$ cat src/rtl/rv32i_types.sv
// Shared front-end types: instruction entry, packed bundle and queue defaults.
// INST_GROUP_PARTIAL_EN enables timeout sealing of partial bundles.
package rv32i_types;

    localparam int INST_GROUP_SS      = 2;
    localparam int INST_GROUP_DEPTH   = 8;
    localparam int INST_GROUP_ENTRY_W = 128;
    localparam int INST_GROUP_TIMEOUT = 4;

    typedef logic [INST_GROUP_ENTRY_W-1:0] instruction_info_reg_t;

    typedef struct packed {
        instruction_info_reg_t [INST_GROUP_SS-1:0] lanes;
        logic [INST_GROUP_SS-1:0]                  mask;
    } inst_group_t;

endpackage

$ cat src/rtl/inst_group_stager.sv
// Packs single instructions into an SS-lane bundle and raises a seal strobe.
// INST_GROUP_PARTIAL_EN adds an age counter that seals stale partial bundles.
module inst_group_stager
    import rv32i_types::*;
#(
    parameter int SS              = INST_GROUP_SS,
    parameter int ENTRY_W         = INST_GROUP_ENTRY_W,
    parameter int PARTIAL_TIMEOUT = INST_GROUP_TIMEOUT,
    parameter int IW              = (SS > 1) ? $clog2(SS) : 1
) (
    input  logic                  clk,
    input  logic                  rst,
    input  logic                  flush,
    input  logic                  fifo_full,
    input  logic                  in_valid,
    output logic                  in_ready,
    input  logic [ENTRY_W-1:0]    in_inst,
    output logic                  seal,
    output logic [SS*ENTRY_W-1:0] seal_data,
    output logic [SS-1:0]         seal_mask
);

    logic [SS-1:0][ENTRY_W-1:0] lanes;
    logic [IW-1:0]              lane_idx;
    logic                       last;
    logic                       accept;
    logic                       full_seal;
    logic                       tmo_seal;

    assign last      = (lane_idx == IW'(SS - 1));
    assign in_ready  = !last || !fifo_full;
    assign accept    = in_valid && in_ready;
    assign full_seal = accept && last;
    assign seal      = !flush && (full_seal || tmo_seal);

`ifdef INST_GROUP_PARTIAL_EN
    logic [4:0] age;

    assign tmo_seal = (age == 5'(PARTIAL_TIMEOUT)) && !fifo_full
                   && !accept && (lane_idx != '0);

    always_ff @(posedge clk or negedge rst) begin
        if (!rst) begin
            age <= '0;
        end else if (flush || accept || seal) begin
            age <= '0;
        end else if ((lane_idx != '0) && (age != 5'(PARTIAL_TIMEOUT))) begin
            age <= age + 5'd1;
        end
    end
`else
    assign tmo_seal = 1'b0;
`endif

    // A full seal folds the incoming instruction into the top lane.
    always_comb begin
        logic [SS-1:0][ENTRY_W-1:0] grp;
        grp = lanes;
        seal_mask = '0;
        if (full_seal) begin
            grp[SS-1] = in_inst;
            seal_mask = '1;
        end else begin
            for (int i = 0; i < SS; i++) begin
                seal_mask[i] = (IW'(i) < lane_idx);
            end
        end
        seal_data = grp;
    end

    always_ff @(posedge clk or negedge rst) begin
        if (!rst) begin
            lanes    <= '0;
            lane_idx <= '0;
        end else if (flush || seal) begin
            lanes    <= '0;
            lane_idx <= '0;
        end else if (accept) begin
            lanes[lane_idx] <= in_inst;
            lane_idx        <= lane_idx + 1'b1;
        end
    end

endmodule

$ cat src/rtl/inst_group_queue.sv
// Circular FIFO of SS-wide instruction bundles between decode and dispatch.
// Build with INST_GROUP_PARTIAL_EN to seal partial bundles after a timeout.
module inst_group_queue
    import rv32i_types::*;
#(
    parameter int SS              = INST_GROUP_SS,
    parameter int DEPTH           = INST_GROUP_DEPTH,
    parameter int ENTRY_W         = INST_GROUP_ENTRY_W,
    parameter int PARTIAL_TIMEOUT = INST_GROUP_TIMEOUT
) (
    input  logic                        clk,
    input  logic                        rst,
    input  logic                        flush,
    input  logic                        in_valid,
    output logic                        in_ready,
    input  logic [ENTRY_W-1:0]          in_inst,
    output logic                        out_valid,
    output logic [SS-1:0]               out_mask,
    output logic [SS*ENTRY_W-1:0]       out_bundle,
    input  logic                        out_pop,
    output logic [$clog2(DEPTH+1)-1:0]  count,
    output logic                        full,
    output logic                        empty
);

    localparam int PW = $clog2(DEPTH);
    localparam int CW = $clog2(DEPTH + 1);

    logic [SS*ENTRY_W-1:0] mem_data [DEPTH];
    logic [SS-1:0]         mem_mask [DEPTH];
    logic [PW-1:0]         head;
    logic [PW-1:0]         tail;
    logic                  seal;
    logic [SS*ENTRY_W-1:0] seal_data;
    logic [SS-1:0]         seal_mask;
    logic                  push;
    logic                  pop;

    assign full      = (count == CW'(DEPTH));
    assign empty     = (count == '0);
    assign out_valid = !empty;
    assign push      = seal && !flush;
    assign pop       = out_pop && out_valid && !flush;

    inst_group_stager #(
        .SS              (SS),
        .ENTRY_W         (ENTRY_W),
        .PARTIAL_TIMEOUT (PARTIAL_TIMEOUT)
    ) u_stager (
        .clk       (clk),
        .rst       (rst),
        .flush     (flush),
        .fifo_full (full),
        .in_valid  (in_valid),
        .in_ready  (in_ready),
        .in_inst   (in_inst),
        .seal      (seal),
        .seal_data (seal_data),
        .seal_mask (seal_mask)
    );

    always_ff @(posedge clk) begin
        if (push) begin
            mem_data[tail] <= seal_data;
            mem_mask[tail] <= seal_mask;
        end
    end

    always_ff @(posedge clk or negedge rst) begin
        if (!rst) begin
            head  <= '0;
            tail  <= '0;
            count <= '0;
        end else if (flush) begin
            head  <= '0;
            tail  <= '0;
            count <= '0;
        end else begin
            if (push) tail <= tail + 1'b1;
            if (pop)  head <= head + 1'b1;
            unique case ({push, pop})
                2'b10:   count <= count + 1'b1;
                2'b01:   count <= count - 1'b1;
                default: count <= count;
            endcase
        end
    end

    // Storage is not reset; gate the head so idle outputs read as zero.
    always_comb begin
        out_mask   = out_valid ? mem_mask[head] : '0;
        out_bundle = '0;
        for (int i = 0; i < SS; i++) begin
            if (out_mask[i]) begin
                out_bundle[i*ENTRY_W +: ENTRY_W] =
                    mem_data[head][i*ENTRY_W +: ENTRY_W];
            end
        end
    end

endmodule

$ cat config.mk
export PLATFORM = sky130hd
export DESIGN_NAME = inst_group_queue
export DESIGN_NICKNAME = d
export VERILOG_FILES = /design/src/rtl/rv32i_types.sv /design/src/rtl/inst_group_stager.sv /design/src/rtl/inst_group_queue.sv
export SDC_FILE = /design/constraint.sdc
export NUM_CORES = 2
export LEC_CHECK = 0
export BUFFER_PORTS_ARGS = -buffer_cell sky130_fd_sc_hd__buf_2
export CAP_MARGIN = 20
export CORE_ASPECT_RATIO = 1.1
export CORE_MARGIN = 2
export CORE_UTILIZATION = 55
export CTS_CLUSTER_DIAMETER = 100
export DETAILED_ROUTE_END_ITERATION = 7
export PLACE_DENSITY_LB_ADDON = 0.05
export SYNTH_ARGS = -nofsm -noshare
export SYNTH_HDL_FRONTEND = slang
export SYNTH_SLANG_ARGS = --single-unit
$ cat constraint.sdc
create_clock -name clk -period 30.7 [get_ports clk]
set_input_delay 6.14 -clock clk [delete_from_list [all_inputs] [get_ports clk]]
set_output_delay 6.14 -clock clk [all_outputs]
set_load 0.05 [all_outputs]
; ---- Word-level counts from Yosys, hierarchy flattened
; Memories as Yosys holds them, arrays and structs flattened.
; Index checks and enable logic that the tools add are counted.
[word_totals]
ff_bits = 267
ramBits = 2064
inputBits = 133
output_inout_bits = 266
word_cells = 58
mem_count = 2
[op_classes]
n_addsub = 5
n_lt_le_gt_ge = 4
n_eq_ne = 3
muxes = 20
reduce_logical = 18
[memory_table]
columns = name, words, width, read_ports, rd_clocked_by_memory_dff, write_ports, line_no
row1 = mem_data, 8, 256, 1, 0, 1, inst_group_queue.sv:29  ; logic [SS*ENTRY_W-1:0] mem_data [DEPTH];
row2 = mem_mask, 8, 2, 1, 0, 1, inst_group_queue.sv:30  ; logic [SS-1:0] mem_mask [DEPTH];
[ops]
columns = op, n
row1 = 2-to-1 mux 128 bit, 4
row2 = 2-to-1 mux 256 bit, 2
row3 = bitwise mux 256 bit, 1
row4 = demux 128 bit (select 1 bit), 1
row5 = 2-to-1 mux 3 bit, 4
row6 = one-hot mux 4 bit (2 select lines), 1
row7 = logical AND 1 bit, 7
row8 = adder 3 x 1 -> 3 bit (second input constant), 2
row9 = nonzero test 2 bit, 3
row10 = adder 4 x 1 -> 4 bit (second input constant), 1
row11 = equality test 4 bit (second input constant), 1
row12 = logical NOT 1 bit, 4
row13 = logical NOT 4 bit, 1
row14 = 2-to-1 mux 1 bit, 4
row15 = 2-to-1 mux 2 bit, 2
row16 = 2-to-1 mux 4 bit, 1
row17 = subtractor 4 x 1 -> 4 bit (second input constant), 1
row18 = nonzero test 3 bit, 1
row19 = equality test 2 x 1 -> 1 bit (second input constant), 1
row20 = equality test 2 bit (second input constant), 1
row21 = logical OR 1 bit, 2
row22 = < comparator 1 bit (first input constant), 2
row23 = < comparator 1 x 2 -> 1 bit (second input constant), 1
row24 = adder 1 bit (second input constant), 1
row25 = >= comparator 1 bit (second input constant), 1

; ---- Depth between registers and ports, before layout
[logic_depth]
word_depth = 10
mapped_depth = 12
mapped_depth_nobuf = 10

; ---- Modules after synthesis
; From an unflattened synthesis, not the netlist that was laid out.
[unflattened]
cells_unflattened = 4494
hier_area_um2 = 92002.0
[by_module_without_submodules]
columns = mod, instances, cells_per_inst, area_each_um2, seq_area_each_um2
row1 = inst_group_queue, 1, 3347, 78814.3, 62229.7
row2 = inst_group_stager, 1, 1147, 13187.6, 6431.2

; ---- Worst setup path before layout
; Ideal clock, no wire load.
[synth_timing]
path_kind = input -> register
from = in in_valid
to = mem mem_data[0][0] (netlist bit) (enable)
setup_ns = 1.597
t_arrival_ns = 32.896
required_ns = 29.103
setup_slack_ns = -3.793
cell_stages = 5
path_buffers = 2
cell_sequence = and2_1 -> clkbuf_1 -> nand2_4 -> buf_2 -> nor4b_1
[synth_via]
elab_chain_len = 6
[synth_rtl]
columns = item, line_no
row1 = from (decl), inst_group_queue.sv:14  ; input logic in_valid,
row2 = logical AND 1 bit, inst_group_stager.sv:32  ; assign accept = in_valid && in_ready;
row3 = logical AND 1 bit, inst_group_stager.sv:33  ; assign full_seal = accept && last;
row4 = logical AND 1 bit, inst_group_stager.sv:34  ; assign seal = !flush && (full_seal || tmo_seal);
row5 = logical AND 1 bit, inst_group_queue.sv:42  ; assign push = seal && !flush;
row6 = 2-to-1 mux 1 bit, inst_group_queue.sv:63  ; if (push) begin
row7 = 2-to-1 mux 1 bit (implied by the code), inst_group_queue.sv:64  ; mem_data[tail] <= seal_data;
row8 = to (decl), inst_group_queue.sv:29
; No other way between the ends.

; ---- Worst setup path after layout
[layout_timing]
from = reg head[0]
to = out out_bundle[206]
[layout_via]
elab_chain_len = 3
word_cells_on_any_way = 4
classes_between = mux: 2 / memory: 2
[layout_rtl]
columns = item, line_no
row1 = from (decl), inst_group_queue.sv:31  ; logic [PW-1:0] head;
row2 = from (signal assigned), inst_group_queue.sv:80  ; if (pop) head <= head + 1'b1;
row3 = memory read (8 x 2 bit), n/a
row4 = 2-to-1 mux 2 bit, inst_group_queue.sv:91  ; out_mask = out_valid ? mem_mask[head] : '0;
row5 = 2-to-1 mux 128 bit (*), inst_group_queue.sv:94  ; if (out_mask[i]) begin
row6 = to (decl), inst_group_queue.sv:19  ; output logic [SS*ENTRY_W-1:0] out_bundle,
; Every way passes the cells marked *; elsewhere a longest branch is shown, timed or not.

==> flow_summary.ini <==
[outcome]
status = finished clean

[synthesis]
ys.flop_type = edfxtp_1
async_reset_ff_share_pct = 11.5
seq_area_frac_synth_pct = 75.6
synth_top_area_share_pct = 68.3
ys_seq_elements = 2331
ys_types = 46
synth_top_family_by_area = multiplexers
synth_adder_area_share_pct = 0.0551
yosys_warnings = 0
yosysTopAreaCell = edfxtp_1
synth_fp_nets = 4811
synth.top_cells.by_area = edfxtp_1 (68%), mux4_2 (13%), dfrtp_1 (7.4%)
synth_edf_count = 2064
yosys.area_share.simple_pct = 6.64
synth_mux_area_share_pct = 12.8
synth_xor_area_share_pct = 0.0482
synthCells = 4674
synth_compound_area_share_pct = 2.82
syn_area_per_cell_um2 = 19.4
netlist_area_um2 = 90800

[global_routing]
met1_usage_pct = 39.8
top_usage_layer = met2
use_met3_pct = 4.73
antenna_found_initial = 20
groute.usage.overall_pct = 26.8
first_global_vias = 47700
grt_max_degree = 132
gr-total-overflow = 0
use_met2_pct = 42.0
grt_pass1_wl_mm = 327

[setup_path]
cp_cell_sequence = buf_4 -> buf_4 -> buf_4 -> mux4_2 -> or3b_2 -> a21oi_1 -> buf_2
critical_path.endpoint_type = primary output
slowest_delay_ps = 920
startpoint_type = register
r2r_slack_ps = 25130
cpMostUsedCell = buf_4
required_ps = 24560
cpMaxStageDelayCell = dfrtp_4
critPathMaxFanout = 45
worstSetupPathType = reg2out
arrival_ps = 5970

[drt]
first_pass_iters = 5
via_per_inst = 6.24
drc = 0
drt-initial-drc-count = 4199
antenna_left = 0
vias = 46600
wl_per_cell_um = 29.9
wl_mm = 223

[sta]
hold_viol = 0
tightest_slew_ps = 1100
skew_ps = 37.2
rsz0062_at_grt = no
fmax_mhz = 82.6
max_slew_margin_pct = 26.6
tns_ps = 0
period_needed_ps = 12110
finalSetupViolCount = 0
maxSlewViolCount = 0
period_share_pct = 39.4

[power_and_ir_drop]
max-vdd-ir-drop_mv = 0.0777
power_mw = 8.31
leakagePower_nw = 34.7
pwr_density_cell_nw_per_um2 = 81.4

[run]
cap_violations = 0

[min_path]
worstHoldPathType = reg2reg

[layout]
final_cell_area_um2 = 102000
area_delta_synth_final_pct = 12.4
nets = 5185
utilization_pct = 62.2
final_layout_size_suffix_gt1_share_pct = 30.6
regArea_um2 = 68700
fillers = 11800
multi_input_area_um2 = 20500

[clock_tree]
numCtsBuffers = 222
clkSlewWorstSetupHoldPaths_ps = 60
cts_htree_levels = 4
post_cts_resize_count = 0
root_buffer = clkbuf_16
numClockSinks = 2331
clockBufferDepth = 3
worstSkewPairLatency_ps = 840
cts_hold_buf = 0
cts_tree = built
cts_setup_buffers = 0

[floorplan]
die_area_um2 = 168000
num_rows = 156
start_util_pct = 55.3
coreArea_um2 = 164000
die_w_um = 391
fp.dieH_um = 430
io_pins = 399

[place]
gp_congestion = 0.732
port_buffers = 398
dp_hpwl_mm = 112
place_area_um2 = 94700
## state kept, by name, summed over array words and instances, names as in the netlist
signal and count:
mem_data 2048, tail 3, u_stager.lane_idx 1, mem_mask 16, u_stager.lanes 128, count 4
head 3, u_stager.seal_data 128
## per-stage QoR
stage | hold WS (ps) | std cells | setup slack, ps
global placement | 468 | 7036 | 19120
floorplan | 453 | 4674 | 4960
finish | 483 | 7462 | 18590
CTS | 487 | 7459 | 18200
global route | 491 | 7460 | 18010
detailed placement | 471 | 7036 | 19150
## kinds of logic after synthesis
kind of cell | count (synthesis)
AO/OA/AOI/OAI | 405
buffers and inverters | 336
adder cells (fa/ha/maj) | 4
multiplexers | 521
XOR/XNOR | 5
AND/OR/NAND/NOR | 1072
flip-flops | 2331
## layout by cell type, fill, tap and decap left out, types with 72 or more instances in the layout
| cell | netlist | routed |
|---|---|---|
| dfrtp_1 | 267 | 264 |
| buf_2 | 96 | 397 |
| and2_1 | 129 | 129 |
| nand3_1 | 260 | 260 |
| edfxtp_1 | 2064 | 2064 |
| buf_4 | 43 | 72 |
| clkbuf_16 | 0 | 232 |
| a21oi_1 | 262 | 262 |
| mux4_2 | 514 | 512 |
| nand2_1 | 394 | 394 |
| or3b_2 | 256 | 256 |
| a22o_1 | 128 | 128 |
## report_power, final
part | internal [mW] | switching, mW | total (mW)
sequential | 3.49 | 0.0494 | 3.54
clock | 1.58 | 1.15 | 2.73
combinational | 0.703 | 1.34 | 2.04
total | 5.77 | 2.54 | 8.31
## worst max-delay path, delay by kind of cell, from the launching register on
kind,cells,cell delay (ps)
AOI/OAI and AO/OA,1,430
buffers and inverters,4,2900
DFF,1,920
muxes,1,350
and+or+nand+nor,1,440
## metal layers
| layer | part of all wire, % | vias to the layer above |
|---|---|---|
| met4 | 2.0 | 14 |
| met1 | 43 | 25100 |
| met3 | 7.0 | 283 |
| met5 | 0.031 | - |
| met2 | 48 | 1683 |
| li1 | - | 19500 |
## layout make-up
| cell class | instances | share of cell area, % |
|---|---|---|
| multi-input cells | 2007 | 20.0 |
| clock inverters | 106 | 0.937 |
| clock buffers | 317 | 6.24 |
| repair buffers | 483 | 2.75 |
| inverters | 3 | 0.0282 |
| flip-flops and latches | 2331 | 67.3 |
| diodes | 3 | 0.00736 |
| well taps | 2212 | 2.71 |
## cells in the mapped netlist, types with 2 or more instances
cell      count
edfxtp_1   2064
mux4_2      514
nand2_1     394
dfrtp_1     267
a21oi_1     262
nand3_1     260
or3b_2      256
clkbuf_1    143
and2_1      129
a22o_1      128
buf_2        96
buf_4        43
buf_1        33
buf_12       11
nor2_1        9
nor3_1        8
buf_6         7
o21a_1        5
ha_1          4
mux2i_1       4
nor4_1        3
xor2_1        3
inv_2         2
mux2_2        2
nand2_4       2
nand3b_1      2
nor2b_1       2
o21ai_0       2
xnor2_1       2
## path summary, 6_finish.rpt
path,from,end,cells after the start
setup reg to reg,u_stager.lane_idx,mem_data[4][190],8
hold / removal,u_stager.lanes[255],u_stager.lanes[255],1
setup / recovery,head[0],out_bundle[206],7
hold reg to reg,u_stager.lanes[255],u_stager.lanes[255],1
max in group asynchronous,rst,head[2],4
min in group asynchronous,rst,u_stager.seal_data[62],1
(Power assumes the default switching activity.)
